### config.mk
export PLATFORM = sky130hd
export DESIGN_NAME = ifetch_unit_flat
export DESIGN_NICKNAME = d
export VERILOG_FILES = /design/src/rtl/ifetch_unit_if.sv /design/src/rtl/ifetch_unit.sv /design/src/flat_wrapper.sv
export SDC_FILE = /design/constraint.sdc
export NUM_CORES = 1
export LEC_CHECK = 0
export ABC_CLOCK_PERIOD_IN_PS = 3200
export BUFFER_PORTS_ARGS = -buffer_cell sky130_fd_sc_hd__buf_2
export CELL_PAD_IN_SITES_DETAIL_PLACEMENT = 1
export CELL_PAD_IN_SITES_GLOBAL_PLACEMENT = 1
export CORE_ASPECT_RATIO = 0.75
export CORE_MARGIN = 10
export CORE_UTILIZATION = 39
export CTS_BUF_LIST = sky130_fd_sc_hd__clkbuf_4
export CTS_CLUSTER_SIZE = 12
export DETAILED_ROUTE_END_ITERATION = 6
export PLACE_DENSITY = 0.88
export SYNTH_ARGS = -nofsm -noshare
export SYNTH_HDL_FRONTEND = slang
export SYNTH_SLANG_ARGS = --single-unit
### constraint.sdc
create_clock -name CLK -period 3.2 [get_ports CLK]
set_clock_uncertainty 0.05 [all_clocks]
set_input_delay 0.64 -clock CLK [delete_from_list [all_inputs] [get_ports CLK]]
set_output_delay 0.64 -clock CLK [all_outputs]
set_load 0.05 [all_outputs]
### src/rtl/ifetch_unit_if.sv
// Instruction-memory bus between the fetch unit (master) and instruction memory (slave).
// imem_req/imem_addr stay stable from issue until the cycle imem_ack is high.
interface ifetch_unit_if;
  logic        imem_req;
  logic [31:0] imem_addr;
  logic        imem_ack;
  logic [31:0] imem_rdata;

  modport master (
    output imem_req,
    output imem_addr,
    input  imem_ack,
    input  imem_rdata
  );

  modport slave (
    input  imem_req,
    input  imem_addr,
    output imem_ack,
    output imem_rdata
  );
endinterface

### src/rtl/ifetch_unit.sv
// Instruction-fetch front end: samples IP, runs a req/ack memory fetch, holds the
// word for decode, drops work on FLUSH and aborts requests memory never answers.
module ifetch_unit #(
  parameter int TIMEOUT = 255
) (
  input  logic          CLK,
  input  logic          RESET,
  input  logic [31:0]   IP,
  input  logic          FLUSH,
  input  logic          dec_ready,
  ifetch_unit_if.master imem,
  output logic [31:0]   INSTR,
  output logic [6:0]    OP,
  output logic          instr_valid,
  output logic          fetch_stall,
  output logic [31:0]   fetch_count,
  output logic          fetch_err,
  output logic [1:0]    dbg_state
);

  typedef enum logic [1:0] {
    S_IDLE = 2'd0,
    S_REQ  = 2'd1,
    S_HOLD = 2'd2,
    S_DROP = 2'd3
  } state_t;

  localparam logic [15:0] TO_LAST = 16'(TIMEOUT - 1);
  localparam logic [31:0] NOP     = 32'h0000_0013;

  state_t      r_state, w_state_nxt;
  logic        r_req, w_req_nxt;
  logic [31:0] r_addr, w_addr_nxt;
  logic [31:0] r_instr, w_instr_nxt;
  logic        r_valid, w_valid_nxt;
  logic [31:0] r_count, w_count_nxt;
  logic        r_err, w_err_nxt;
  logic [15:0] r_to, w_to_nxt;
  logic        w_stall;

  always_ff @(posedge CLK) begin
    if (!RESET) begin
      r_state <= S_IDLE;
      r_req   <= 1'b0;
      r_addr  <= 32'd0;
      r_instr <= NOP;
      r_valid <= 1'b0;
      r_count <= 32'd0;
      r_err   <= 1'b0;
      r_to    <= 16'd0;
    end else begin
      r_state <= w_state_nxt;
      r_req   <= w_req_nxt;
      r_addr  <= w_addr_nxt;
      r_instr <= w_instr_nxt;
      r_valid <= w_valid_nxt;
      r_count <= w_count_nxt;
      r_err   <= w_err_nxt;
      r_to    <= w_to_nxt;
    end
  end

  // Decode handshake: a word transfers on a cycle where instr_valid && dec_ready && !FLUSH;
  // once valid is high, INSTR stays unchanged until that transfer or a flush.
  always_comb begin
    w_state_nxt = r_state;
    w_req_nxt   = r_req;
    w_addr_nxt  = r_addr;
    w_instr_nxt = r_instr;
    w_valid_nxt = r_valid;
    w_count_nxt = r_count;
    w_err_nxt   = r_err;
    w_to_nxt    = r_to;
    w_stall     = 1'b1;

    case (r_state)
      S_IDLE: begin
        w_to_nxt = 16'd0;
        if (!FLUSH) begin
          w_stall     = 1'b0;
          w_addr_nxt  = IP;
          w_req_nxt   = 1'b1;
          w_state_nxt = S_REQ;
        end
      end

      S_REQ, S_DROP: begin
        if (imem.imem_ack) begin
          w_to_nxt  = 16'd0;
          w_req_nxt = 1'b0;
          if (r_state == S_REQ && !FLUSH) begin
            w_instr_nxt = imem.imem_rdata;
            w_valid_nxt = 1'b1;
            w_state_nxt = S_HOLD;
          end else begin
            w_state_nxt = S_IDLE;
          end
        end else if (r_to == TO_LAST) begin
          // Abort wins over a same-cycle flush; both end in IDLE anyway.
          w_err_nxt   = 1'b1;
          w_req_nxt   = 1'b0;
          w_valid_nxt = 1'b0;
          w_to_nxt    = 16'd0;
          w_state_nxt = S_IDLE;
        end else begin
          w_to_nxt = r_to + 16'd1;
          if (FLUSH) begin
            w_state_nxt = S_DROP;
          end
        end
      end

      S_HOLD: begin
        w_to_nxt = 16'd0;
        if (FLUSH) begin
          w_valid_nxt = 1'b0;
          w_state_nxt = S_IDLE;
        end else if (dec_ready) begin
          w_stall     = 1'b0;
          w_count_nxt = r_count + 32'd1;
          w_valid_nxt = 1'b0;
          w_addr_nxt  = IP;
          w_req_nxt   = 1'b1;
          w_state_nxt = S_REQ;
        end
      end

      default: begin
        w_state_nxt = S_IDLE;
      end
    endcase
  end

  assign imem.imem_req  = r_req;
  assign imem.imem_addr = r_addr;
  assign INSTR          = r_instr;
  assign OP             = r_instr[6:0];
  assign instr_valid    = r_valid;
  assign fetch_stall    = w_stall;
  assign fetch_count    = r_count;
  assign fetch_err      = r_err;
  assign dbg_state      = r_state;

endmodule

### src/flat_wrapper.sv
// flat-port wrapper written by rule: the top's interface ports become plain ports
module ifetch_unit_flat 
#(
  parameter int TIMEOUT = 255
)
  (CLK, RESET, IP, FLUSH, dec_ready, INSTR, OP, instr_valid, fetch_stall, fetch_count, fetch_err, dbg_state, imem_imem_req, imem_imem_addr, imem_imem_ack, imem_imem_rdata);
  ifetch_unit_if imem_i ();
  input  logic CLK;
  input  logic RESET;
  input  logic [31:0] IP;
  input  logic FLUSH;
  input  logic dec_ready;
  output logic [31:0] INSTR;
  output logic [6:0] OP;
  output logic instr_valid;
  output logic fetch_stall;
  output logic [31:0] fetch_count;
  output logic fetch_err;
  output logic [1:0] dbg_state;
  output wire logic [$bits(imem_i.imem_req)-1:0] imem_imem_req;
  output wire logic [$bits(imem_i.imem_addr)-1:0] imem_imem_addr;
  input wire logic [$bits(imem_i.imem_ack)-1:0] imem_imem_ack;
  input wire logic [$bits(imem_i.imem_rdata)-1:0] imem_imem_rdata;
  assign imem_imem_req = imem_i.imem_req;
  assign imem_imem_addr = imem_i.imem_addr;
  assign imem_i.imem_ack = imem_imem_ack;
  assign imem_i.imem_rdata = imem_imem_rdata;
  ifetch_unit #(.TIMEOUT(TIMEOUT)) u_core (.CLK(CLK), .RESET(RESET), .IP(IP), .FLUSH(FLUSH), .dec_ready(dec_ready), .imem(imem_i), .INSTR(INSTR), .OP(OP), .instr_valid(instr_valid), .fetch_stall(fetch_stall), .fetch_count(fetch_count), .fetch_err(fetch_err), .dbg_state(dbg_state));
endmodule
# ---- Yosys cells after proc, flatten, opt, wreduce, memory -nomap -nowiden
# Cells that the tools add are included.
dict set report word_totals {
  reg_bits 117
  elab_cells 67
}
dict set report op_classes {
  addsub 2
  n_eq_ne 11
  mux 30
  bitwise_logic 2
  n_reduce_logical 14
}
# op count
set op_table {}
lappend op_table {{two-way mux 32 bit} 3}
lappend op_table {{case mux 32 bit (2 select lines)} 1}
lappend op_table {{adder 32 x 1 -> 32 bit, second input constant} 1}
lappend op_table {{two-way mux 16 bit} 2}
lappend op_table {{case mux 16 bit (2 select lines)} 1}
lappend op_table {{adder 16 x 1 -> 16 bit, second input constant} 1}
lappend op_table {{== test 16 x 8 -> 1 bit, second input constant} 1}
lappend op_table {{two-way mux 2 bit} 7}
lappend op_table {{two-way mux 1 bit} 12}
lappend op_table {{AND reduction 3 bit} 4}
lappend op_table {{AND reduction 4 bit} 3}
lappend op_table {{!= test 2 bit, second input constant} 3}
lappend op_table {{!= test 3 x 2 -> 1 bit, second input constant} 2}
lappend op_table {{case mux 2 bit (3 select lines)} 1}
lappend op_table {{== test 2 bit, second input constant} 2}
lappend op_table {{!= test 4 x 3 -> 1 bit, second input constant} 1}
lappend op_table {{case mux 1 bit (2 select lines)} 2}
lappend op_table {{nonzero test 2 bit} 2}
lappend op_table {{OR reduction 2 bit} 2}
lappend op_table {{!= test 3 bit, second input constant} 1}
lappend op_table {{case mux 1 bit (3 select lines)} 1}
lappend op_table {{== test 2 x 1 -> 1 bit, second input constant} 1}
lappend op_table {{logical NOT 2 bit} 1}
lappend op_table {{inverter 1 bit} 2}
lappend op_table {{other kinds (2)} 2}

# ---- Longest topological paths before layout
dict set report depth {
  word_depth 5
  mapped_depth 7
}

# ---- Worst setup path before layout
# No wires, ideal clock.
dict set report synth_timing {
  path_kind {register to output}
  startpoint {reg u_core.r_state[1] (netlist: u_core.dbg_state[1])}
  endpoint {out fetch_stall}
  t_arrival_ns 1.827
  required_time_ns 2.510
  slack_ns 0.683
  path_stages_with_launch 4
  cell_sequence {dfxtp_1 > a211oi_1 > inv_2 > clkbuf_1}
}
dict set report synth_between {
  elab_chain_len 2
}
# element line
set synth_rtl {}
lappend synth_rtl {{start: declaration} ifetch_unit.sv:31} ;# state_t r_state, w_state_nxt;
lappend synth_rtl {{start signal: assignment} ifetch_unit.sv:52} ;# r_state <= w_state_nxt;
lappend synth_rtl {{== test 2 bit / logical NOT 2 bit (equally long branches)} ifetch_unit.sv:76} ;# case (r_state)
lappend synth_rtl {{case mux 1 bit (2 select lines) *} ifetch_unit.sv:76}
lappend synth_rtl {{end: declaration} flat_wrapper.sv:16} ;# output logic fetch_stall;
# Mark *: on every way between the ends. The rest lies on a longest branch, timed or not.

# ---- Worst setup path after layout
# Same ends and word-level chain as after synthesis.

==> metrics.txt <==
Main synth FF type=dfxtp_1; # hold bufs at CTS=0; Hold Fails Final Rpt=0; clock-pin transition on the worst setup and hold timing paths=~0.11 ns; Root Buffer=clkbuf_4; synth-to-layout area growth=26.5%; critical path fanouts, max=34; vias in the first global route=about 5000; WL per Instance=approximately 17 microns; Top Layer Used=met4; largest cells by area after synthesis=dfxtp_1 49%, nand2_1 11%, a21oi_1 8.8%; Async S/R FF share, synth=0; # DRC=0; largest net degree at the start of global routing=slightly above 50; pre-CTS setup slack=0.672 ns; Final min period=between 2 and 3 ns; Lkg Pwr=about 0.0025 uW; H-tree Lvls=4; synthesized flop and latch total=117; worst path bufs/invs=2; WP data required=2.51 ns; Clock Tree Buf Depth=2; Tot Pwr=just over 3000 uW; Vias/cell=approximately 5.2; TritonCTS Buffers=17; Post-synth EDFFs=0; fin worst setup slack=0.457 ns; crit start category=flip-flop; placed instance count=just under 900; Met1 Wirelength=roughly 6300 microns; core area=approximately 12000 sq um; drt total wl=roughly 16000 microns; WS Path Type=reg -> out; antenna violations before repair=1; max incr delay on CP=about 0.58 ns; DIE WIDTH=148 microns; Top Family by Delay on Critical Path=buffers and inverters; area leader, netlist=dfxtp_1; share of cells above drive strength 1=0.297; IO Port Bufs=about 180; Post-Syn Area=4760 sq um; post-synthesis sequential area ratio=0.492; run status=completed; Data arrival, critical path=between 2 and 2.5 ns; Clk Latency, worst-skew pair=approximately 0.5 ns; Initial Util=0.404; Cell Chain, Critical Path=a211oi_4, inv_2, buf_2; DRT iter0 DRCs=about 230; Vias=about 4800; die area=roughly 17000 sq um; CTS tree=yes; post-synth top area share=0.492; Post-CTS Setup Bufs=0; total negative slack=0 ns; CTS sink cnt=approximately 120; drt pass-1 iters=4; I/O pins=around 180; f_max=0.365 GHz; HP Class=in -> reg; Post-Synthesis Cells=just under 600; Critical-path top delay cell=dfxtp_1; Cell Count, Final, Fillers Out=914; post-DP HPWL=12100 microns; Synth Area per Inst=8.25 sq um; RSZ-0062 raised after global routing=no; Placer Congestion=0.801; Max Slew Vio Count=0; CTS resizes=0; PD cells=around 510 nW/um^2; Nets=a little over 800; nature of the critical path endpoint=primary output; die height=between 100 and 150 microns; synthesized net count=around 650; Slew headroom=0.433; Ys Warns=0; setup violators final=0; Rows=34; max cap viols=0; aggregate global-route resource usage=0.181; Worst-Margin Slew=about 0.85 ns; crit share post-route=0.857; global-route wire length before repair=25600 microns; DR WL met3=about 1400 microns; Post-DRT Antenna Nets=0; synth unique cells=44; met2 wire length=approximately 8000 microns; Peak VDD IR=around 0.29 mV; grt total ovfl=0
-- path summary, 6_finish.rpt --
check | from | end | slack, ns | cells after the start
hold reg to reg | u_core.imem.imem_addr[6] | u_core.imem.imem_addr[6] | 0.41 | 2
setup reg to reg | u_core.fetch_count[4] | u_core.fetch_count[25] | 1.02 | 4
setup / recovery | u_core.dbg_state[1] | fetch_stall | 0.46 | 3
hold / removal | imem_imem_rdata[4] | u_core.INSTR[4] | 0.30 | 3
-- flip-flops by register name, summed over array words and instances, names as in the netlist --
signal	cells
u_core.imem.imem_addr	32
u_core.r_to	16
u_core.imem.imem_req	1
u_core.dbg_state	2
u_core.instr_valid	1
u_core.fetch_err	1
u_core.fetch_count	32
u_core.INSTR	32
-- Yosys cell counts, types with 4 or more instances --
| cell | number |
|---|---|
| xnor2_1 | 12 |
| o31ai_1 | 14 |
| dfxtp_1 | 117 |
| nor4_1 | 4 |
| clkbuf_1 | 31 |
| nand4_1 | 13 |
| buf_4 | 7 |
| nand3_1 | 22 |
| and4_1 | 6 |
| nor3_1 | 4 |
| nand2_1 | 145 |
| a21oi_1 | 84 |
| nor2_1 | 31 |
| inv_1 | 10 |
| or4_1 | 14 |
| nor4b_1 | 4 |
| xor2_1 | 11 |
| and3_1 | 6 |
| nand2b_1 | 4 |
| o21ai_0 | 5 |
| or3_1 | 6 |
-- logic make-up after synthesis --
logic type                 after synthesis  synth area share
AOI/OAI and AO/OA                      114             0.136
xor gates and xnor gates                23            0.0423
adders and majority gates                3           0.00788
buffers and inverters                   52            0.0499
DFF                                    117             0.492
muxes                                    1           0.00210
and+or+nand+nor                        267             0.270
-- tightest hold or removal path, delay by kind of cell --
family / cells / cell delay (ns)
AND/OR/NAND/NOR: 2 / 0.10
buffers and inverters: 1 / 0.08
-- area by class of cell --
type	instances	area (sq um)
diodes	1	2.50
clock buffers	17	128
clock inverters	15	180
fillers	1519	5760
inverters	11	41.3
multi-input cells	408	2190
flip-flops and latches	117	2340
well taps	162	203
repair buffers	183	931
-- stage by stage --
step            util  cell area (sq um)  hold WS, ns
6_report       0.511               6020        0.298
5_1_grt        0.511               6020        0.250
4_1_cts        0.511               6020        0.256
3_5_place_dp   0.485               5710        0.399
3_3_place_gp   0.485               5710        0.390
2_1_floorplan      -               4760        0.391
-- where the power goes --
group,internal [uW],leakage (uW),switching (uW),total [uW]
clock,546,0.000158,599,1150
sequential,1500,0.000949,29.5,1530
combinational,101,0.00139,294,395
-- metal layers --
metal  up-vias  track usage
met5         -            0
met4         0       0.0468
met3        19       0.0810
met2       141        0.320
met1      2309        0.194
li1       2306            -
-- placed cells by master, fill, tap and decap left out, drive strengths merged, types with 2 or more instances in the layout --
cell type and count:
buf 183, nand2 145, dfxtp 117, a21oi 84, nor2 31, nand3 22, clkbuf 17, o31ai 14
or4 14, nand4 14, inv 13, xnor2 12, xor2 11, or3 7, clkinv 7, and4 6
and3 6, o21ai 5, nor4b 4, nor4 4, nor3 4, nand2b 4, ha 3, bufinv 3
clkinvlp 3, o21a 2
No activity file was read; power rests on OpenSTA's default activity.
